**src/rtl/alu_nzcv_seq_if.sv**
```systemverilog
// Operand/result handshake bundle for alu_nzcv_seq.
// master drives operands and consumes results; slave is the ALU.
interface alu_nzcv_seq_if #(parameter int WIDTH = 8);
  logic             in_valid;
  logic             in_ready;
  logic [WIDTH-1:0] a;
  logic [WIDTH-1:0] b;
  logic [2:0]       op;
  logic             set_flags;
  logic             out_valid;
  logic             out_ready;
  logic [WIDTH-1:0] result;
  logic [3:0]       nzcv;
  logic             busy;

  modport master (
    output in_valid, a, b, op, set_flags, out_ready,
    input  in_ready, out_valid, result, nzcv, busy
  );

  modport slave (
    input  in_valid, a, b, op, set_flags, out_ready,
    output in_ready, out_valid, result, nzcv, busy
  );
endinterface

```
**src/rtl/alu_nzcv_seq.sv**
```systemverilog
// Sequential NZCV ALU: handshaked operands, persistent flag register, ADC/SBC/CMP,
// and an iterative shift-add multiplier enabled by ALU_NZCV_SEQ_MUL_EN.
module alu_nzcv_seq #(
  parameter int WIDTH = 8
) (
  input logic         clk,
  input logic         rst_n,
  alu_nzcv_seq_if.slave bus
);
  localparam logic [2:0] OP_ADD = 3'b000, OP_SUB = 3'b001, OP_AND = 3'b010, OP_OR  = 3'b011,
                         OP_ADC = 3'b100, OP_SBC = 3'b101, OP_MUL = 3'b110, OP_CMP = 3'b111;

  typedef struct packed {
    logic [WIDTH-1:0] res;
    logic [3:0]       nzcv;
  } rsp_t;

  logic [WIDTH-1:0] result_q;
  logic [3:0]       nzcv_q;
  logic             out_valid_q;
  logic             idle, accept, wr_alu, wr_mul, mul_sf;
  rsp_t             alu_rsp, mul_rsp;

  assign bus.in_ready  = idle && (!out_valid_q || bus.out_ready);
  assign accept        = bus.in_valid && bus.in_ready;
  assign bus.out_valid = out_valid_q;
  assign bus.result    = result_q;
  assign bus.nzcv      = nzcv_q;

  // Single-cycle path works straight off the bus, so operands and C are
  // captured by the same edge that accepts them.
  logic [WIDTH-1:0] add_b, alu_res;
  logic [WIDTH:0]   sum;
  logic             add_cin, is_arith, cf, vf;

  always_comb begin
    add_b    = bus.b;
    add_cin  = 1'b0;
    is_arith = 1'b1;
    case (bus.op)
      OP_ADD:         add_cin = 1'b0;
      OP_SUB, OP_CMP: begin add_b = ~bus.b; add_cin = 1'b1; end
      OP_ADC:         add_cin = nzcv_q[1];
      OP_SBC:         begin add_b = ~bus.b; add_cin = nzcv_q[1]; end
      default:        is_arith = 1'b0;
    endcase
    sum     = {1'b0, bus.a} + {1'b0, add_b} + {{WIDTH{1'b0}}, add_cin};
    alu_res = '0;
    cf      = 1'b0;
    vf      = 1'b0;
    if (is_arith) begin
      alu_res = sum[WIDTH-1:0];
      cf      = sum[WIDTH];
      vf      = (bus.a[WIDTH-1] == add_b[WIDTH-1]) && (sum[WIDTH-1] != bus.a[WIDTH-1]);
    end else if (bus.op == OP_AND) begin
      alu_res = bus.a & bus.b;
    end else if (bus.op == OP_OR) begin
      alu_res = bus.a | bus.b;
    end
    alu_rsp.res  = alu_res;
    alu_rsp.nzcv = {alu_res[WIDTH-1], alu_res == '0, cf, vf};
  end

`ifdef ALU_NZCV_SEQ_MUL_EN
  localparam int STAGES = WIDTH - 1;

  typedef enum logic {IDLE, MUL} state_t;
  state_t state_q, state_d;

  logic [STAGES:0]    vld_pipe;
  logic [2*WIDTH-1:0] mcand_q, acc_q, acc_nxt;
  logic [WIDTH-1:0]   mplier_q;
  logic               mul_sf_q, mul_start;

  assign mul_start = accept && (bus.op == OP_MUL);

  always_ff @(posedge clk or negedge rst_n)
    if (!rst_n) state_q <= IDLE;
    else        state_q <= state_d;

  // vld_pipe walks a single token; it reaches the top on the last iteration.
  always_comb begin
    state_d = state_q;
    wr_mul  = 1'b0;
    case (state_q)
      IDLE:    if (mul_start) state_d = MUL;
      MUL:     if (vld_pipe[STAGES]) begin wr_mul = 1'b1; state_d = IDLE; end
      default: state_d = IDLE;
    endcase
  end

  assign acc_nxt = mplier_q[0] ? acc_q + mcand_q : acc_q;

  always_ff @(posedge clk or negedge rst_n) begin
    if (!rst_n) begin
      mcand_q  <= '0;
      mplier_q <= '0;
      acc_q    <= '0;
      vld_pipe <= '0;
      mul_sf_q <= 1'b0;
    end else if (mul_start) begin
      mcand_q  <= {{WIDTH{1'b0}}, bus.a};
      mplier_q <= bus.b;
      acc_q    <= '0;
      vld_pipe <= {{STAGES{1'b0}}, 1'b1};
      mul_sf_q <= bus.set_flags;
    end else if (state_q == MUL) begin
      acc_q    <= acc_nxt;
      mcand_q  <= mcand_q << 1;
      mplier_q <= mplier_q >> 1;
      vld_pipe <= {vld_pipe[STAGES-1:0], 1'b0};
    end
  end

  always_comb begin
    mul_rsp.res  = acc_nxt[WIDTH-1:0];
    mul_rsp.nzcv = {acc_nxt[WIDTH-1], acc_nxt[WIDTH-1:0] == '0, 1'b0, |acc_nxt[2*WIDTH-1:WIDTH]};
  end

  assign idle     = (state_q == IDLE);
  assign bus.busy = (state_q == MUL);
  assign wr_alu   = accept && (bus.op != OP_MUL);
  assign mul_sf   = mul_sf_q;
`else
  // op 110 falls through the ALU default: result 0, flags 0100.
  assign idle     = 1'b1;
  assign bus.busy = 1'b0;
  assign wr_alu   = accept;
  assign wr_mul   = 1'b0;
  assign mul_sf   = 1'b0;
  assign mul_rsp  = '0;
`endif

  always_ff @(posedge clk or negedge rst_n) begin
    if (!rst_n) begin
      result_q    <= '0;
      nzcv_q      <= '0;
      out_valid_q <= 1'b0;
    end else if (wr_alu) begin
      result_q    <= alu_rsp.res;
      if (bus.set_flags || bus.op == OP_CMP) nzcv_q <= alu_rsp.nzcv;
      out_valid_q <= 1'b1;
    end else if (wr_mul) begin
      result_q    <= mul_rsp.res;
      if (mul_sf) nzcv_q <= mul_rsp.nzcv;
      out_valid_q <= 1'b1;
    end else if (bus.out_ready) begin
      out_valid_q <= 1'b0;
    end
  end
endmodule

```
**src/flat_wrapper.sv**
```systemverilog
// flat-port wrapper written by rule: the top's interface ports become plain ports
module alu_nzcv_seq_flat 
#(
  parameter int WIDTH = 8
)
  (clk, rst_n, bus_in_valid, bus_a, bus_b, bus_op, bus_set_flags, bus_out_ready, bus_in_ready, bus_out_valid, bus_result, bus_nzcv, bus_busy);
  alu_nzcv_seq_if #(.WIDTH(WIDTH)) bus_i ();
  input logic clk;
  input logic rst_n;
  input wire logic [$bits(bus_i.in_valid)-1:0] bus_in_valid;
  input wire logic [$bits(bus_i.a)-1:0] bus_a;
  input wire logic [$bits(bus_i.b)-1:0] bus_b;
  input wire logic [$bits(bus_i.op)-1:0] bus_op;
  input wire logic [$bits(bus_i.set_flags)-1:0] bus_set_flags;
  input wire logic [$bits(bus_i.out_ready)-1:0] bus_out_ready;
  output wire logic [$bits(bus_i.in_ready)-1:0] bus_in_ready;
  output wire logic [$bits(bus_i.out_valid)-1:0] bus_out_valid;
  output wire logic [$bits(bus_i.result)-1:0] bus_result;
  output wire logic [$bits(bus_i.nzcv)-1:0] bus_nzcv;
  output wire logic [$bits(bus_i.busy)-1:0] bus_busy;
  assign bus_i.in_valid = bus_in_valid;
  assign bus_i.a = bus_a;
  assign bus_i.b = bus_b;
  assign bus_i.op = bus_op;
  assign bus_i.set_flags = bus_set_flags;
  assign bus_i.out_ready = bus_out_ready;
  assign bus_in_ready = bus_i.in_ready;
  assign bus_out_valid = bus_i.out_valid;
  assign bus_result = bus_i.result;
  assign bus_nzcv = bus_i.nzcv;
  assign bus_busy = bus_i.busy;
  alu_nzcv_seq #(.WIDTH(WIDTH)) u_core (.clk(clk), .rst_n(rst_n), .bus(bus_i));
endmodule
```
**config.mk**
```make
export PLATFORM = sky130hd
export DESIGN_NAME = alu_nzcv_seq_flat
export DESIGN_NICKNAME = d
export VERILOG_FILES = /design/src/rtl/alu_nzcv_seq_if.sv /design/src/rtl/alu_nzcv_seq.sv /design/src/flat_wrapper.sv
export SDC_FILE = /design/constraint.sdc
export NUM_CORES = 1
export LEC_CHECK = 0
export ABC_AREA = 1
export CAP_MARGIN = 20
export CORE_MARGIN = 4
export CORE_UTILIZATION = 47
export CTS_CLUSTER_SIZE = 28
export DETAILED_ROUTE_END_ITERATION = 8
export PLACE_DENSITY = 0.92
export SLEW_MARGIN = 10
export SYNTH_ARGS = -nofsm -noshare
export SYNTH_HDL_FRONTEND = slang
export SYNTH_SLANG_ARGS = --single-unit
```
**constraint.sdc**
```tcl
create_clock -name clk -period 3.1 [get_ports clk]
set_clock_uncertainty 0.2 [all_clocks]
set_input_delay 0.62 -clock clk [delete_from_list [all_inputs] [get_ports clk]]
set_output_delay 0.62 -clock clk [all_outputs]
set_load 0.01 [all_outputs]
```
After elaboration in Yosys (flattened, before gate mapping)
Index checks and enable logic that the tools add are counted.
- add/subtract/negate cells: 2
- $mul: 0
- divide/modulo/power cells: 0
- order comparisons: 0
- equal/unequal tests: 8
- shift-type cells: 0
- multiplexer cells: 10
- bitwise operators: 3
- reductions and logical operators: 13
- operators with widths (operator ; count):
    2-to-1 mux 8 bit ; 4
    adder 8 x 8 -> 9 bit ; 1
    adder 9 x 1 -> 9 bit ; 1
    == test 3 bit, second input constant ; 3
    bitwise AND 8 bit ; 1
    zero test 8 bit ; 1
    inverter 8 bit ; 1
    bitwise OR 8 bit ; 1
    == test 3 x 2 -> 1 bit, second input constant ; 2
    2-to-1 mux 1 bit ; 5
    OR reduction 5 bit ; 1
    OR reduction 2 bit ; 2
    == test 3 x 1 -> 1 bit, second input constant ; 1
    zero test 3 bit ; 1
    OR reduction 3 bit ; 1
    logical AND 1 bit ; 2
    logical OR 1 bit ; 2
    one-hot mux 1 bit (2 select lines) ; 1
    AND reduction 2 bit ; 1
    nonzero test 2 bit ; 1
    == test 1 bit ; 1
    zero test 1 bit ; 1
    inequality test 1 bit ; 1
- bits in registers: 13
- bits in latches: 0
- memory bits (writable): 0
- bits in read-only memories: 0
- input port bits: 24
- output and inout port bits: 15
- logic and storage cells: 39
- memories: 0

Logic depth before layout (Yosys ltp)
Gate-level depths: netlist (run 1).
- word-level depth: 8
- depth in mapped cells: 18
- gate-level depth less buffers: 18

Worst setup path before layout (run 1)
OpenSTA, ideal clock, no wires.
- path type: input-to-reg
- start: in bus_op[0]
- end: reg u_core.nzcv_q[2] (netlist: u_core.bus.nzcv[2])
- arrival time: 2.907 ns
- data required time: 2.835 ns
- path slack: -0.072 ns
- stages on the path: 14
- buffers on the path: 1
- cells stage by stage: buf_4 -> inv_1 -> nor2_2 -> xor2_1 -> fa_1 -> fa_1 -> or2_2 -> nand3_1 -> nand2_1 -> nor2_2 -> nand2_1 -> nor2_1 -> nand3_1 -> nand2_1
- cells in the longest elaborated chain, start to end: 7
- elaborated cells on any way between the ends: 22
- classes of those cells: add/sub (2); eq/ne (6); mux (6); reduce/logical (8)
- RTL lines (item ; line ; RTL):
    start, declared ; flat_wrapper.sv:13 ; input wire logic [$bits(bus_i.op)-1:0] bus_op;
    == test 3 x 1 -> 1 bit (tied with other cells) ; alu_nzcv_seq.sv:40 ; case (bus.op)
    OR reduction 3 bit (no line) ; - ;
    2-to-1 mux 8 bit ; - ;
    adder 8 x 8 -> 9 bit ; alu_nzcv_seq.sv:47 ; sum = {1'b0, bus.a} + {1'b0, add_b} + {{WIDTH{1'b0}}, add_cin};
    adder 9 x 1 -> 9 bit ; alu_nzcv_seq.sv:47 ;
    2-to-1 mux 8 bit ; alu_nzcv_seq.sv:51 ; if (is_arith) begin
    zero test 8 bit ; alu_nzcv_seq.sv:61 ; alu_rsp.nzcv = {alu_res[WIDTH-1], alu_res == '0, cf, vf};
    end signal, assigned ; alu_nzcv_seq.sv:141 ; if (bus.set_flags || bus.op == OP_CMP) nzcv_q <= alu_rsp.nzcv;
    end signal, assigned ; alu_nzcv_seq.sv:145 ; if (mul_sf) nzcv_q <= mul_rsp.nzcv;
    end, declared ; alu_nzcv_seq.sv:19 ; logic [3:0] nzcv_q;
Several ways; a longest one is shown, not always the timed one.
A chain may end at the register's enable or synchronous reset.

Final worst setup path (run 1)
Ends and elaborated chain as after synthesis.

==> results of run 1 <==
-- final cells by class --
| cell class | instances | area [µm²] |
|---|---|---|
| inverter | 20 | 75.1 |
| fill | 204 | 712 |
| sequential | 13 | 325 |
| multi-input combinational | 147 | 885 |
| clock buffer | 4 | 26.3 |
| tap | 30 | 37.5 |
| timing repair buffer | 49 | 462 |
-- path summary, 6_finish.rpt --
| kind | startpoint | cells after the start | end | slack [ps] |
|---|---|---|---|---|
| min in group asynchronous | rst_n | 1 | u_core.bus.out_valid | 490 |
| max in group asynchronous | rst_n | 1 | u_core.bus.nzcv[3] | 1860 |
| min | u_core.bus.result[3] | 2 | u_core.bus.result[3] | 290 |
| max reg2reg | u_core.bus.nzcv[1] | 12 | u_core.bus.nzcv[2] | 720 |
| min reg2reg | u_core.bus.result[3] | 2 | u_core.bus.result[3] | 290 |
| max | bus_op[0] | 14 | u_core.bus.nzcv[2] | 200 |
-- flip-flops by register name, summed over array words and instances, names as in the netlist --
| register | flops |
|---|---|
| u_core.bus.out_valid | 1 |
| u_core.bus.result | 8 |
| u_core.bus.nzcv | 4 |
-- metrics by stage --
stage / hold WS (ps) / instances
2_1_floorplan: 124 / 183
3_3_place_gp: 266 / 259
3_5_place_dp: 276 / 259
4_1_cts: 293 / 263
5_1_grt: 314 / 263
6_report: 287 / 263
-- power by group --
part / leakage, nW / internal, mW / switching (mW)
Sequential: 0.161 / 0.203 / 0.0172
Combinational: 0.725 / 0.193 / 0.196
Clock: 0.0150 / 0.0500 / 0.0523
Total: 0.901 / 0.445 / 0.266
-- cells in the final DEF (no fill, tap or decap), types with 3 or more instances in the layout --
cell type,n
a21oi_1,5
a31oi_1,4
buf_4,12
clkbuf_4,3
clkdlybuf4s50_1,35
dfrtp_1,13
ha_1,7
inv_1,18
maj3_1,3
nand2_1,53
nand2_2,5
nand3_1,17
nor2_1,15
nor2_2,3
o21ai_0,8
xor2_1,8
-- logic make-up after synthesis --
| group | Yosys count | share of synthesized area |
|---|---|---|
| AOI/OAI and AO/OA | 21 | 0.101 |
| DFF | 13 | 0.255 |
| and+or+nand+nor | 104 | 0.381 |
| adders and majority gates | 12 | 0.124 |
| other | 1 | 0.00294 |
| buffers and inverters | 23 | 0.0737 |
| xor gates and xnor gates | 9 | 0.0619 |
-- routing by layer --
| metal | share of wire | global-route usage | vias up |
|---|---|---|---|
| met1 | 0.44 | 0.221 | 604 |
| li1 | - | - | 690 |
| met5 | 0 | 0 | - |
| met4 | 0.018 | 0.104 | 0 |
| met2 | 0.49 | 0.318 | 39 |
| met3 | 0.057 | 0.0151 | 5 |
-- worst max-delay path, stage by stage --
cell and delay [ps]:
clkdlybuf4s50_1 500, inv_2 60, nor2_4 100, xor2_1 90, fa_2 360, fa_2 400
or2_2 290, nand3_2 90, nand2_1 60, nor2_2 100, nand2_1 60, nor2_2 70
nand3_1 60, nand2_1 60
-- repair_timing --
action	in CTS	in global routing
resized for setup	2	9
setup endpoints to repair	1	3
hold buffers	0	0
pin swaps	0	3
==> results.cfg, run 1 <==
[synth]
yosys.area.top_type = dfrtp_1
synth_area_per_cell_um2 = 6.96
syn_inst = 183
synth.net_count = 216
ys_ff_latch = 13
synth_async_sr_flop_share = 1.00
synth_common_cells = nand2_1 (55), inv_1 (19), nand3_1 (19), nor2_1 (17), dfrtp_1 (13)
synth_edf_count = 0
synth_seq_area_share = 0.255
synth_most_common_cell = nand2_1
ys_warn_count = 0
synth_cell_types = 29
synthesis.area_mm2 = 0.00127
netlist.area_leader.share = 0.255
ys_top_cells_by_area = dfrtp_1 (26%), nand2_1 (16%), nand3_1 (7.5%)
ys.flop_type = dfrtp_1

[setup_path]
critical_path_class = in2reg
start_kind = input port
cp.arrival_ps = 2920
required_ps = 3120
crit_path_end_kind = register
path_max_fanout = 3

[timing]
rsz0062_at_grt = false
period_needed_ps = 2900
fin_setup_tns_ps = 0
finalHoldViolCount = 0
setup_slack_ps = 196
max_slew_margin = 0.640
period_share = 0.937
drv_slew = 0
tightest_slew_ps = 538
max_freq_mhz = 344
setup_viol = 0

[route]
postRouteAntennaNets = 0
drcViolationCount = 0
wl_per_cell_um = 11.7
drt-initial-drc-count = 38
via_count = 1338
drt_pass1_iterations = 4
wirelength_um = 3070
via_per_inst = 5.09

[global_routing]
grt.overflow.total = 0
grt_use_total = 0.184
grt_max_degree = 14
grt_pass1_wl_um = 5060
antenna_found_initial = 0
grt_pass1_vias = 1232

[min_path]
hold_class = reg2reg

[die]
coreArea_mm2 = 0.00252
die_y_um = 60.1
core.rowCount = 18
start_util = 0.505
top_level_ports = 39
fp.dieArea_mm2 = 0.00361
die_x_um = 60.1

[placed_design]
hpwlAfterDp_um = 2500
post_dp_cell_area_mm2 = 0.00176
pre_cts_ws_ps = -360
io_buffers = 37
gp_congestion = 0.902

[cells_and_area]
final_nets = 267
final_layout_size_suffix_gt1_frac = 0.159
final_area_mm2 = 0.00181
areaGrowthSynthToFinish_pct = 42.1
fin_util = 0.718
diodes = 0

[clocking]
clockBufferDepth = 2
cts_sinks = 13
root_buffer = clkbuf_4
cts_buffers = 3
clk_pin_slew_worst_paths_ps = 70
clock_latency_ps = 280
h-tree-depth = 1
cts_tree = yes
postCtsSetupRepairBufs = 0

[pwr]
vdd_drop_max_mv = 0.284
power_density_mw_per_mm2 = 393
p_leak_nw = 0.901
finalPower_mw = 0.711

[flow_run]
cap_violations = 0

[outcome]
status = completed
Note: power is estimated with default switching activity, not from simulation.
==> run 2, diff against run 1 <==
CTS_CLUSTER_DIAMETER = 30   (was unset)
RECOVER_POWER = 100   (was unset)
==> run 2 against run 1 <==
Net effect:
- combinational power down 4%
- register-to-register slack barely moved
- core utilization unchanged
- largest cell class unchanged
==> results.cfg, run 2 (synthesis gave the netlist of run 1 again) <==
[outcome]
status = completed

[clocking]
cts_tree = yes
postCtsSetupRepairBufs = 0
clock_latency_ps = 280
clockBufferDepth = 2
cts_buffers = 3
cts_sinks = 13
clk_pin_slew_worst_paths_ps = 70
h-tree-depth = 1
hold_buffers = 0
root_buffer = clkbuf_4

[setup_path]
cp.arrival_ps = 2920
cp_cell_sequence = clkdlybuf4s50_1, inv_2, nor2_4, xor2_1, fa_2, fa_2, or2_2, nand3_2, nand2_1, nor2_2, nand2_1, nor2_2, nand3_1, nand2_1
cpMostUsedCell = nand2_1
path_max_fanout = 3
r2r_cells = 12
slowest_delay_ps = 500
critical_path_class = in2reg
crit_path_end_kind = register
start_kind = input port
slowest_stage = clkdlybuf4s50_1
required_ps = 3120

[min_path]
hold_class = reg2reg
holdPathStages = 2

[timing]
tightest_slew_ps = 543
rsz0062_at_grt = false
holdWs_ps = 282
period_share = 0.937
fin_setup_tns_ps = 0
setup_viol = 0
period_needed_ps = 2900
setup_slack_ps = 196
finalHoldViolCount = 0
max_freq_mhz = 344
max_slew_margin = 0.637
drv_slew = 0

[global_routing]
grt_max_degree = 14
grt.overflow.total = 0
grt_use_total = 0.184
grt_pass1_vias = 1232
antenna_found_initial = 0
grt_pass1_wl_um = 5060

[cells_and_area]
areaGrowthSynthToFinish_pct = 42.1
stdcell_count = 263
fillers = 204
final_area_mm2 = 0.00181
layout_common_cells = nand2_1 (53), clkdlybuf4s50_1 (19), inv_1 (18)
final_layout_size_suffix_gt1_frac = 0.159
layout_commonest_cell = nand2_1
largest_reg_flops = 8
seqCellArea_um2 = 325
multi_input_area_um2 = 885
final_nets = 267
diodes = 0
fin_util = 0.718

[flow_run]
cap_violations = 0

[pwr]
finalPower_mw = 0.696
power_density_mw_per_mm2 = 384
p_leak_nw = 0.916
vdd_drop_max_mv = 0.279

[placed_design]
hpwlAfterDp_um = 2500
gp_congestion = 0.902
post-place-cells = 259
io_buffers = 37
post_dp_cell_area_mm2 = 0.00176
pre_cts_ws_ps = -360

[die]
core.rowCount = 18
fp.dieArea_mm2 = 0.00361
die_y_um = 60.1
die_x_um = 60.1
start_util = 0.505
coreArea_mm2 = 0.00252
top_level_ports = 39

[route]
wl_per_cell_um = 11.6
wirelength_um = 3050
drt_pass1_iterations = 4
via_per_inst = 5.06
postRouteAntennaNets = 0
via_count = 1330
drcViolationCount = 0
drt-initial-drc-count = 46
-- run 2: critical path: cells and delay by family --
| family | cells | cell delay, ps |
|---|---|---|
| AND/OR/NAND/NOR | 9 | 890 |
| adder cells (fa/ha/maj) | 2 | 760 |
| buffers and inverters | 2 | 560 |
| XOR/XNOR | 1 | 90 |
-- run 2: power breakdown --
group	total, mW	internal [mW]	switching, mW
Combinational	0.375	0.179	0.196
Sequential	0.218	0.203	0.0159
Clock	0.102	0.0500	0.0523
Total	0.696	0.432	0.264
-- run 2: cell type report --
class,instances,share of cell area
clock buffers,4,0.0145
multi-input cells,147,0.489
inverters,20,0.0415
well taps,30,0.0207
flip-flops and latches,13,0.180
repair buffers,49,0.255
-- run 2: final timing paths --
check	startpoint	to	slack, ps
min in group asynchronous	rst_n	u_core.bus.out_valid	560
setup reg to reg	u_core.bus.nzcv[1]	u_core.bus.nzcv[2]	730
hold reg to reg	u_core.bus.result[3]	u_core.bus.result[3]	280
setup / recovery	bus_op[0]	u_core.bus.nzcv[2]	200
hold / removal	u_core.bus.result[3]	u_core.bus.result[3]	280
max in group asynchronous	rst_n	u_core.bus.nzcv[3]	1780
-- run 2: routing by layer --
| layer | GRT usage | vias to the layer above | routed length (µm) |
|---|---|---|---|
| met5 | 0 | - | 0 |
| met4 | 0.104 | 0 | 50 |
| met3 | 0.0151 | 4 | 165 |
| met2 | 0.318 | 34 | 1490 |
| met1 | 0.221 | 602 | 1340 |
| li1 | - | 690 | - |
-- run 2: what timing repair did --
item / CTS / global route
gates cloned: 0 / 0
pin swaps: 0 / 3
endpoints found under the hold margin: 0 / 0
resized for setup: 2 / 9
setup endpoints to repair: 1 / 3
==> run 3, diff against run 2 <==
CORE_ASPECT_RATIO = 2   (was unset)
GPL_ROUTABILITY_DRIVEN = 1   (was unset)
==> run 3 against run 2 <==
Net effect:
- sequential power hardly changed
- final cell count stayed put
- hold slack better by 1.3 ps
- non-clock buffer count is 2 higher
- sequential share of layout area is 0.38 points lower
- largest power group unchanged
- first-iteration DRC count is 46% lower
- die area is 1.4% higher
- clock-buffer cell count stayed put
- critical path depth stayed put
- clock power is 41% higher
==> results.cfg, run 3 (synthesis gave the netlist of run 1 again) <==
[clocking]
cts_buffers = 3
clk_pin_slew_worst_paths_ps = 50
root_buffer = clkbuf_8
clockBufferDepth = 2
cts_tree = yes
clock_latency_ps = 240
cts_sinks = 13
h-tree-depth = 1
hold_buffers = 0

[die]
top_level_ports = 39
die_x_um = 44.8
coreArea_mm2 = 0.00257
die_y_um = 81.6
start_util = 0.496
core.rowCount = 26
fp.dieArea_mm2 = 0.00366

[cells_and_area]
stdcell_count = 263
final_nets = 269
layout_commonest_cell = nand2_1
fillers = 197
final_layout_size_suffix_gt1_frac = 0.162
layout_common_cells = nand2_1 (53), clkdlybuf4s50_1 (19), inv_1 (18)
diodes = 0
largest_reg_flops = 8
fin_util = 0.720
final_area_mm2 = 0.00185
areaGrowthSynthToFinish_pct = 45.2

[placed_design]
hpwlAfterDp_um = 2900
pre_cts_ws_ps = -441
gp_congestion = 0.929
io_buffers = 37
post-place-cells = 258
post_dp_cell_area_mm2 = 0.00176

[pwr]
p_leak_nw = 0.943
vdd_drop_max_mv = 0.226
power_density_mw_per_mm2 = 406

[global_routing]
grt_pass1_vias = 1448
grt_max_degree = 14
antenna_found_initial = 0
grt_pass1_wl_um = 5620
grt_use_total = 0.201
grt.overflow.total = 0

[route]
wirelength_um = 3500
drt_pass1_iterations = 4
postRouteAntennaNets = 0
drt-initial-drc-count = 25
via_per_inst = 5.43
via_count = 1427
drcViolationCount = 0
wl_per_cell_um = 13.3

[outcome]
status = completed

[timing]
drv_slew = 0
holdWs_ps = 283
setup_viol = 0
period_share = 0.959
setup_slack_ps = 128
max_slew_margin = 0.636
max_freq_mhz = 336
tightest_slew_ps = 545
rsz0062_at_grt = false
period_needed_ps = 2970
finalHoldViolCount = 0

[setup_path]
path_max_fanout = 4
cp.arrival_ps = 2950
required_ps = 3080
crit_path_end_kind = register
start_kind = input port
critical_path_class = in2reg

[min_path]
hold_class = reg2reg

[flow_run]
cap_violations = 0
-- run 3: changes by cell type in the layout (fill, tap and decap cells not counted), sizes merged --
| cell | change |
|---|---|
| clkbuf | +1 |
| dlymetal6s2s | +1 |
| dlygate4sd3 | -1 |
| buf | +1 |
-- run 3: final cells by class --
type / instances / area, µm² / area share
Multi-Input combinational cell: 147 / 890 / 0.481
Timing Repair Buffer: 51 / 479 / 0.259
Sequential cell: 13 / 325 / 0.176
Inverter: 20 / 75.1 / 0.0406
Clock buffer: 4 / 45.0 / 0.0244
Tap cell: 28 / 35.0 / 0.0189
-- run 3: stage by stage --
step,TNS [ps],power [mW]
after floorplan,0,0.432
after global placement,-1070,0.593
after detailed placement,-1910,0.609
after CTS,0,0.757
after global routing,0,0.806
final,0,0.750
-- run 3: power by group --
group	switching, mW	total [mW]	internal [mW]
clock network	0.0533	0.144	0.0903
logic	0.205	0.387	0.182
registers	0.0169	0.220	0.203
total	0.275	0.750	0.475
-- run 3: per-layer routing --
metal	vias up	GRT usage	wire, µm
li1	695	-	-
met2	59	0.398	2000
met4	0	0.144	206
met3	21	0.0110	179
met1	652	0.175	1110
met5	-	0	0
-- run 3: repair_timing --
| action | CTS | global route |
|---|---|---|
| resized for setup | 4 | 12 |
| setup endpoints to repair | 3 | 4 |
| buffers inserted | 1 | 0 |
| endpoints found under the hold margin | 0 | 0 |
| pin swaps | 1 | 3 |
| gates cloned | 0 | 0 |
-- run 3: worst max-delay path, stage by stage --
cell and delay (ps):
dlygate4sd2_1 370, inv_1 110, nor2_1 160, a21oi_1 110, fa_2 370, fa_2 390, or2_2 290, nand3_2 90
nand2_1 70, nor2_2 90, nand2_1 60, nor2_2 100, nand3_1 80, nand2_1 60
-- run 3: final timing paths --
check	start	to	slack, ps	cells past startpoint
worst max-delay path	bus_op[2]	u_core.bus.nzcv[2]	130	14
worst min register to register	u_core.bus.result[1]	u_core.bus.result[1]	280	2
worst min-delay path	u_core.bus.result[1]	u_core.bus.result[1]	280	2
max in group asynchronous	rst_n	u_core.bus.result[4]	1730	1
worst max register to register	u_core.bus.nzcv[1]	u_core.bus.nzcv[2]	630	12
min in group asynchronous	rst_n	u_core.bus.result[7]	610	1
